==> src/rtl/regfile_wb_arbiter_if.sv <==
// Writeback bus between NUM_REQ writeback sources, the shared register-file write port
// and the read-port forwarding path.
interface regfile_wb_arbiter_if #(
  parameter int NUM_REQ = 3,
  parameter int ID_W    = 5,
  parameter int DATA_W  = 32
);
  logic [NUM_REQ-1:0]        req_valid;
  logic [NUM_REQ*ID_W-1:0]   req_id;
  logic [NUM_REQ*DATA_W-1:0] req_data;
  logic [NUM_REQ-1:0]        req_ready;
  logic                      stall;
  logic                      write_en;
  logic [ID_W-1:0]           write_id;
  logic [DATA_W-1:0]         write_data;
  logic [ID_W-1:0]           read1_id;
  logic [ID_W-1:0]           read2_id;
  logic                      fwd1_valid;
  logic [DATA_W-1:0]         fwd1_data;
  logic                      fwd2_valid;
  logic [DATA_W-1:0]         fwd2_data;

  modport master (
    output req_valid, req_id, req_data, stall, read1_id, read2_id,
    input  req_ready, write_en, write_id, write_data,
    input  fwd1_valid, fwd1_data, fwd2_valid, fwd2_data
  );

  modport slave (
    input  req_valid, req_id, req_data, stall, read1_id, read2_id,
    output req_ready, write_en, write_id, write_data,
    output fwd1_valid, fwd1_data, fwd2_valid, fwd2_data
  );
endinterface

==> src/rtl/regfile_wb_arbiter.sv <==
// Round-robin arbiter sharing one register-file write port among NUM_REQ writeback
// sources, with a registered write stage forwarded to both read ports.
module regfile_wb_arbiter #(
  parameter int NUM_REQ = 3,
  parameter int ID_W    = 5,
  parameter int DATA_W  = 32
) (
  input logic                 clk,
  input logic                 rst,
  regfile_wb_arbiter_if.slave bus
);
  localparam int               PTR_W     = $clog2(NUM_REQ);
  localparam logic [PTR_W:0]   NUM_REQ_W = (PTR_W+1)'(NUM_REQ);
  localparam logic [PTR_W-1:0] LAST_IDX  = PTR_W'(NUM_REQ - 1);

  logic [PTR_W-1:0]   rr_ptr_r;
  logic [PTR_W-1:0]   ptr_nxt_s;
  logic [PTR_W-1:0]   grant_idx_s;
  logic [NUM_REQ-1:0] grant_s;
  logic               grant_any_s;
  logic [ID_W-1:0]    sel_id_s;
  logic [DATA_W-1:0]  sel_data_s;
  logic               write_en_r;
  logic [ID_W-1:0]    write_id_r;
  logic [DATA_W-1:0]  write_data_r;
  logic               fwd1_hit_s;
  logic               fwd2_hit_s;

  // Scan from rr_ptr upward with wrap; first valid requester wins, nothing while in reset.
  always_comb begin : grant_scan
    logic [PTR_W:0]   sum_v;
    logic [PTR_W-1:0] idx_v;
    grant_s     = {NUM_REQ{1'b0}};
    grant_idx_s = {PTR_W{1'b0}};
    grant_any_s = 1'b0;
    sum_v       = {(PTR_W+1){1'b0}};
    idx_v       = {PTR_W{1'b0}};
    for (int k = 0; k < NUM_REQ; k++) begin
      sum_v = {1'b0, rr_ptr_r} + (PTR_W+1)'(k);
      if (sum_v >= NUM_REQ_W) begin
        sum_v = sum_v - NUM_REQ_W;
      end else begin
        sum_v = sum_v;
      end
      idx_v = sum_v[PTR_W-1:0];
      if (rst && !bus.stall && !grant_any_s && bus.req_valid[idx_v]) begin
        grant_s[idx_v] = 1'b1;
        grant_idx_s    = idx_v;
        grant_any_s    = 1'b1;
      end else begin
        grant_any_s = grant_any_s;
      end
    end
  end

  // Next pointer: one past the winner, holding when nothing is granted.
  always_comb begin
    ptr_nxt_s = rr_ptr_r;
    if (grant_any_s) begin
      ptr_nxt_s = (grant_idx_s == LAST_IDX) ? {PTR_W{1'b0}} : grant_idx_s + PTR_W'(1);
    end else begin
      ptr_nxt_s = rr_ptr_r;
    end
  end

  // One-hot grant selects the winner's id/data by AND-OR.
  always_comb begin
    sel_id_s   = {ID_W{1'b0}};
    sel_data_s = {DATA_W{1'b0}};
    for (int g = 0; g < NUM_REQ; g++) begin
      sel_id_s   = sel_id_s   | (bus.req_id[g*ID_W +: ID_W]       & {ID_W{grant_s[g]}});
      sel_data_s = sel_data_s | (bus.req_data[g*DATA_W +: DATA_W] & {DATA_W{grant_s[g]}});
    end
  end

  // Round-robin pointer register.
  always_ff @(posedge clk or negedge rst) begin
    if (!rst) begin
      rr_ptr_r <= {PTR_W{1'b0}};
    end else begin
      rr_ptr_r <= ptr_nxt_s;
    end
  end

  // Write stage; x0 writes are accepted but never enabled, and reset drops a pending write.
  always_ff @(posedge clk or negedge rst) begin
    if (!rst) begin
      write_en_r   <= 1'b0;
      write_id_r   <= {ID_W{1'b0}};
      write_data_r <= {DATA_W{1'b0}};
    end else if (grant_any_s) begin
      write_en_r   <= (sel_id_s != {ID_W{1'b0}});
      write_id_r   <= sel_id_s;
      write_data_r <= sel_data_s;
    end else begin
      write_en_r   <= 1'b0;
    end
  end

  assign fwd1_hit_s = write_en_r && (bus.read1_id == write_id_r) && (bus.read1_id != {ID_W{1'b0}});
  assign fwd2_hit_s = write_en_r && (bus.read2_id == write_id_r) && (bus.read2_id != {ID_W{1'b0}});

  assign bus.req_ready  = grant_s;
  assign bus.write_en   = write_en_r;
  assign bus.write_id   = write_id_r;
  assign bus.write_data = write_data_r;
  assign bus.fwd1_valid = fwd1_hit_s;
  assign bus.fwd1_data  = fwd1_hit_s ? write_data_r : {DATA_W{1'b0}};
  assign bus.fwd2_valid = fwd2_hit_s;
  assign bus.fwd2_data  = fwd2_hit_s ? write_data_r : {DATA_W{1'b0}};
endmodule

==> src/flat_wrapper.sv <==
// flat-port wrapper written by rule: the top's interface ports become plain ports
module regfile_wb_arbiter_flat 
#(
  parameter int NUM_REQ = 3,
  parameter int ID_W    = 5,
  parameter int DATA_W  = 32
)
  (clk, rst, bus_req_valid, bus_req_id, bus_req_data, bus_stall, bus_read1_id, bus_read2_id, bus_req_ready, bus_write_en, bus_write_id, bus_write_data, bus_fwd1_valid, bus_fwd1_data, bus_fwd2_valid, bus_fwd2_data);
  regfile_wb_arbiter_if #(.NUM_REQ(NUM_REQ), .ID_W(ID_W), .DATA_W(DATA_W)) bus_i ();
  input logic clk;
  input logic rst;
  input wire logic [$bits(bus_i.req_valid)-1:0] bus_req_valid;
  input wire logic [$bits(bus_i.req_id)-1:0] bus_req_id;
  input wire logic [$bits(bus_i.req_data)-1:0] bus_req_data;
  input wire logic [$bits(bus_i.stall)-1:0] bus_stall;
  input wire logic [$bits(bus_i.read1_id)-1:0] bus_read1_id;
  input wire logic [$bits(bus_i.read2_id)-1:0] bus_read2_id;
  output wire logic [$bits(bus_i.req_ready)-1:0] bus_req_ready;
  output wire logic [$bits(bus_i.write_en)-1:0] bus_write_en;
  output wire logic [$bits(bus_i.write_id)-1:0] bus_write_id;
  output wire logic [$bits(bus_i.write_data)-1:0] bus_write_data;
  output wire logic [$bits(bus_i.fwd1_valid)-1:0] bus_fwd1_valid;
  output wire logic [$bits(bus_i.fwd1_data)-1:0] bus_fwd1_data;
  output wire logic [$bits(bus_i.fwd2_valid)-1:0] bus_fwd2_valid;
  output wire logic [$bits(bus_i.fwd2_data)-1:0] bus_fwd2_data;
  assign bus_i.req_valid = bus_req_valid;
  assign bus_i.req_id = bus_req_id;
  assign bus_i.req_data = bus_req_data;
  assign bus_i.stall = bus_stall;
  assign bus_i.read1_id = bus_read1_id;
  assign bus_i.read2_id = bus_read2_id;
  assign bus_req_ready = bus_i.req_ready;
  assign bus_write_en = bus_i.write_en;
  assign bus_write_id = bus_i.write_id;
  assign bus_write_data = bus_i.write_data;
  assign bus_fwd1_valid = bus_i.fwd1_valid;
  assign bus_fwd1_data = bus_i.fwd1_data;
  assign bus_fwd2_valid = bus_i.fwd2_valid;
  assign bus_fwd2_data = bus_i.fwd2_data;
  regfile_wb_arbiter #(.NUM_REQ(NUM_REQ), .ID_W(ID_W), .DATA_W(DATA_W)) u_core (.clk(clk), .rst(rst), .bus(bus_i));
endmodule
==> config.mk <==
export PLATFORM = sky130hd
export DESIGN_NAME = regfile_wb_arbiter_flat
export DESIGN_NICKNAME = d
export VERILOG_FILES = /design/src/rtl/regfile_wb_arbiter_if.sv /design/src/rtl/regfile_wb_arbiter.sv /design/src/flat_wrapper.sv
export SDC_FILE = /design/constraint.sdc
export NUM_CORES = 1
export LEC_CHECK = 0
export BUFFER_PORTS_ARGS = -buffer_cell sky130_fd_sc_hd__buf_2
export CAP_MARGIN = 20
export CORE_ASPECT_RATIO = 0.6
export CORE_MARGIN = 5
export CORE_UTILIZATION = 40
export CTS_CLUSTER_DIAMETER = 40
export DETAILED_ROUTE_END_ITERATION = 12
export PLACE_DENSITY_LB_ADDON = 0.08
export REMOVE_ABC_BUFFERS = 1
export SLEW_MARGIN = 0
export SYNTH_ARGS = -nofsm -noshare
export SYNTH_HDL_FRONTEND = slang
export SYNTH_SLANG_ARGS = --single-unit
==> constraint.sdc <==
create_clock -name clk -period 2.9 [get_ports clk]
set_clock_uncertainty 0.05 [all_clocks]
set_input_delay 0.29 -clock clk [delete_from_list [all_inputs] [get_ports clk]]
set_output_delay 0.29 -clock clk [all_outputs]
set_load 0.01 [all_outputs]
# Yosys cells after proc, flatten, opt, wreduce, memory -nomap -nowiden
# Cells that the tools add are included.
# totals
regBits,40
output_inout_bits,107
# classes
add_sub_neg,6
magnitude_cmp,9
n_eq_ne,3
n_mux,28
bitwise,12
n_reduce_logical,19
# op_table
op,count
32-bit AND,3
32-bit two-way mux,2
32-bit bitwise OR,2
5-bit AND,3
5-bit nonzero test,3
2-bit two-way mux,7
1-bit logical AND,13
5-bit equality test,2
1-bit two-way mux,10
5-bit bitwise OR,2
"2-bit by 3-bit less-than comparator with 1-bit output, second input constant",3
3-bit two-way mux,3
1-bit binary-select mux with 2-bit select,3
1-bit demux with 2-bit select,3
"2-bit by 1-bit >= comparator with 1-bit output, second input constant",3
"3-bit by 2-bit >= comparator with 1-bit output, second input constant",2
3-bit bitwise OR,2
"2-bit subtractor, second input constant",3
"2-bit by 1-bit adder with 3-bit output, second input constant",1
"2-bit by 2-bit adder with 3-bit output, second input constant",1
1-bit zero test,3
"2-bit by 1-bit adder with 2-bit output, second input constant",1
"2-bit equality test, second input constant",1
"2-bit >= comparator, second input constant",1

# Longest topological paths before layout
# depth
depth_word,19
ltp_mapped,11
depth_no_buf,8

# Worst setup path before layout
# OpenSTA, ideal clock, no wires.
# synth_path
kind,register to register
from,reg u_core.rr_ptr_r[0]
to,"reg u_core.write_en_r, in the netlist u_core.bus.write_en"
setup_time_ns,0.143
arrival_ns,2.092
setup_slack_ns,0.615
stages_incl_launch_ff,11
n_path_buf,2
period_less_slack_ns,2.285
cell_sequence,dfrtp_1 > inv_1 > ha_1 > buf_6 > mux2i_1 > o22ai_2 > nand3_1 > a31oi_2 > buf_6 > a222oi_1 > nand4_1
# synth_via
elab_chain_len,19
# synth_lines
item,line,rtl
start: declaration,regfile_wb_arbiter.sv:16,logic [PTR_W-1:0] rr_ptr_r;
start signal: assignment,regfile_wb_arbiter.sv:79,rr_ptr_r <= {PTR_W{1'b0}};
start signal: assignment,regfile_wb_arbiter.sv:81,rr_ptr_r <= ptr_nxt_s;
branches (longest 18 deep; another with 2-bit by 1-bit adder with 3-bit output),n/a,
1-bit two-way mux (*),regfile_wb_arbiter.sv:91,end else if (grant_any_s) begin
end signal: assignment,regfile_wb_arbiter.sv:92,write_en_r <= (sel_id_s != {ID_W{1'b0}});
end: declaration,regfile_wb_arbiter.sv:23,logic write_en_r;
# Every way passes the cells marked *. The select of a mux whose other input is x is not followed.
# A chain may end at the register's enable or synchronous reset.

# Final worst setup path
# layout_path
from,reg u_core.rr_ptr_r[0]
to,out bus_req_ready[0]
# layout_via
elab_chain_len,14
# layout_lines
item,line,rtl
branches (longest 13 deep; another with 2-bit by 1-bit adder with 3-bit output),n/a,
3-bit two-way mux (*),regfile_wb_arbiter.sv:46,if (rst && !bus.stall && !grant_any_s && bus.req_valid[idx_v]) begin
end: declaration,flat_wrapper.sv:18,output wire logic [$bits(bus_i.req_ready)-1:0] bus_req_ready;
# Marks and branches as above.

==> flow_summary.ini <==
[placed_design]
port_buffers = 233
dp_slack_ns = 0.142
placedCellCount = 675
gp_congestion = 0.926
dp_hpwl_um = 9200

[critical_path]
path_class = reg2out
path_max_fanout = 23
crit_arrival_ns = 2.42
critPathRequiredTime_ns = 2.56
critPathCaptureType = output port
cp-start-kind = flop

[floorplanning]
ios = 234
dieArea_um2 = 9360
die_w_um = 122
rows = 24
core_area_um2 = 7270
start_util_pct = 41.1
chipHeight_um = 77.0

[logic_synthesis]
synth_top_area_cell = dfrtp_1
yosys.area_share.simple_pct = 28.7
synth-xor-area-share_pct = 2.34
synth_edf_count = 0
yosysWarnings = 0
synth_top_family_by_area = simple AND/OR/NAND/NOR gates
synth-seq-area-share_pct = 33.5
synth-async-reset-ratio_pct = 100
synth_top_area_share_pct = 33.5
netlist_area_um2 = 2990
muxShareOfSynthArea_pct = 1.00
synth_seq_cells = 40
synth_area_per_cell_um2 = 8.49
synth_area_leaders = dfrtp_1, and2_1, a221oi_1
synthFlopType = dfrtp_1
ys_types = 43
synthAdderAreaFrac_pct = 1.67
synth_compound_area_share_pct = 26.5
syn_inst = 352

[timing]
fin_ws_ns = 0.140
hold_viol = 0
fmax_ghz = 0.362
hold-worst-slack_ns = 0.0396
report.final.slew_viol_count = 0
rsz0062_at_grt = false
relSlewSlack_pct = 60.9
tightest_slew_ns = 0.585
fin_crit_sh_pct = 95.2
min_period_ns = 2.76
setup_viol = 0

[cts]
clk_pin_slew_ns = 0.06
cts_made_buffers = 5
tritoncts = yes
htree_num_levels = 2
cts-root-buf = clkbuf_16
cts_num_sinks = 40
clkLatencyLatePin_ns = 0.28
clock_path_buffers = 2
post_cts_buffers = 0

[route]
wire_per_inst_um = 17.1
viasPerCell = 5.25
drc = 0
postRouteAntennaNets = 0
drt_first_pass_iters = 5
drt-initial-drc-count = 271
via_count = 3594
finalWirelength_um = 11700

[power_and_ir_drop]
peakVddDrop_mv = 0.311
p_sw_share_pct = 45.0
power.leakage_nw = 2.35
internal_power_mw = 2.02
power_frac_seq_pct = 31.7
combPwrFrac_pct = 53.2
switchingPower_mw = 1.65
p_per_area_nw_per_um2 = 824
p_total_mw = 3.67
clock_power_share_pct = 15.1

[finish]
syn_to_final_growth_pct = 49.0
stdcell_count = 684
fill_cells = 682
num-nets-final = 710
n_antenna_cell = 0
drive_gt1_share_pct = 49.3

[global_route]
grt_max_degree = 30
antenna_found_initial = 0
grt_usage_pct = 24.1
grt_pass1_wl_um = 18300
grt_pass1_vias = 3547
grt_overflow = 0

[worst_hold_path]
hold_path.class = in2async

[flow_run]
max_cap_violations = 0

[outcome]
status = finished, final reports clean
worst max-delay path, cell delays in order (launching register included):
cell and delay, ns:
dfrtp_1 0.40, inv_1 0.08, ha_2 0.47, nand3b_4 0.14, o21a_1 0.21, nand2b_1 0.21, a31oi_4 0.21, buf_6 0.23
buf_2 0.17
registers in the layout, summed over array words and instances (netlist names):
| register | count |
|---|---|
| u_core.bus.write_data | 32 |
| u_core.bus.write_id | 5 |
| u_core.rr_ptr_r | 2 |
| u_core.bus.write_en | 1 |
power groups by stage:
stage	combinational [mW]	sequential [mW]	clock (mW)
2_1_floorplan	1.03	1.21	0
3_3_place_gp	1.88	1.16	0
3_5_place_dp	1.92	1.17	0
4_1_cts	1.93	1.16	0.569
5_1_grt	2.14	1.22	0.590
6_report	1.95	1.16	0.556
logic make-up after synthesis:
| logic type | after synthesis |
|---|---|
| flip-flops | 40 |
| AND/OR/NAND/NOR | 168 |
| XOR/XNOR | 8 |
| adder cells (fa/ha/maj) | 4 |
| multiplexers | 3 |
| buffers and inverters | 33 |
| AO/OA/AOI/OAI | 96 |
layer usage:
metal	vias to the layer above	wire, um	part of all wire (%)	GRT usage, %
met5	-	0	0	0
met4	0	155	1.3	6.26
met3	15	1080	9.3	6.10
met2	180	5420	46	38.8
met1	1689	5010	43	32.3
li1	1710	-	-	-
cell type report:
| cell class | instances | area (um^2) | area share [%] |
|---|---|---|---|
| flip-flops and latches | 40 | 1000 | 22.5 |
| multi-input cells | 279 | 1860 | 41.8 |
| inverters | 5 | 18.8 | 0.421 |
| repair buffers | 248 | 1300 | 29.1 |
| well taps | 104 | 130 | 2.92 |
| clock buffers | 8 | 146 | 3.29 |
per-stage QoR:
step	utilization (%)	area, um^2	setup TNS, ns
2_1_floorplan	-	2820	-14.70
3_3_place_gp	58.9	4280	0
3_5_place_dp	58.9	4280	0
4_1_cts	61.1	4440	0
5_1_grt	61.3	4450	0
6_report	61.3	4450	0
synthesized netlist by cell type, types with 2 or more instances:
cell type	number
a21oi_1	26
a21oi_2	10
a221oi_1	21
a221oi_2	11
a222oi_1	4
a22oi_1	3
a31oi_1	3
and2_1	64
buf_2	10
buf_4	4
buf_6	5
clkbuf_1	9
dfrtp_1	40
ha_1	4
inv_1	5
mux2i_1	3
nand2_1	46
nand2b_1	3
nand3_1	5
nand3b_1	4
nand4_1	2
nor2_1	34
nor2b_1	2
nor3_1	4
o21a_1	2
o21ai_0	3
o41ai_1	2
or3_1	2
xnor2_1	5
xor2_1	3
placed cells by master (no fill, tap or decap), types with 3 or more instances in the layout:
| cell | Yosys | final |
|---|---|---|
| buf_2 | 10 | 233 |
| and2_1 | 64 | 64 |
| nand2_1 | 46 | 44 |
| dfrtp_1 | 40 | 40 |
| nor2_1 | 34 | 33 |
| a21oi_1 | 26 | 25 |
| a221oi_1 | 21 | 21 |
| buf_4 | 4 | 12 |
| a221oi_2 | 11 | 11 |
| a21oi_2 | 10 | 10 |
| inv_1 | 5 | 5 |
| nand3_1 | 5 | 5 |
| xnor2_1 | 5 | 5 |
| clkbuf_16 | 0 | 5 |
| nand3b_1 | 4 | 4 |
| a222oi_1 | 4 | 4 |
| mux2i_1 | 3 | 3 |
| nand2b_1 | 3 | 3 |
| o21ai_0 | 3 | 3 |
| nor3_1 | 4 | 3 |
| xor2_1 | 3 | 3 |
| a22oi_1 | 3 | 3 |
worst paths after layout:
path,from,to,slack (ns),cells past startpoint
max,u_core.rr_ptr_r[0],bus_req_ready[0],0.14,8
min in group clk,bus_req_id[9],u_core.bus.write_id[4],0.16,3
min reg2reg,u_core.bus.write_data[2],u_core.bus.write_data[2],0.51,2
min,rst,u_core.bus.write_data[11],0.04,2
max in group asynchronous,rst,u_core.bus.write_data[2],1.91,2
max reg2reg,u_core.rr_ptr_r[0],u_core.bus.write_en,0.29,9
timing repair:
item | CTS | global route
hold buffers | 1 | 0
endpoints found under the setup margin | 0 | 22
endpoints found under the hold margin | 11 | 0
gates resized for setup | 0 | 6
Power figures use the tool's default switching activity.
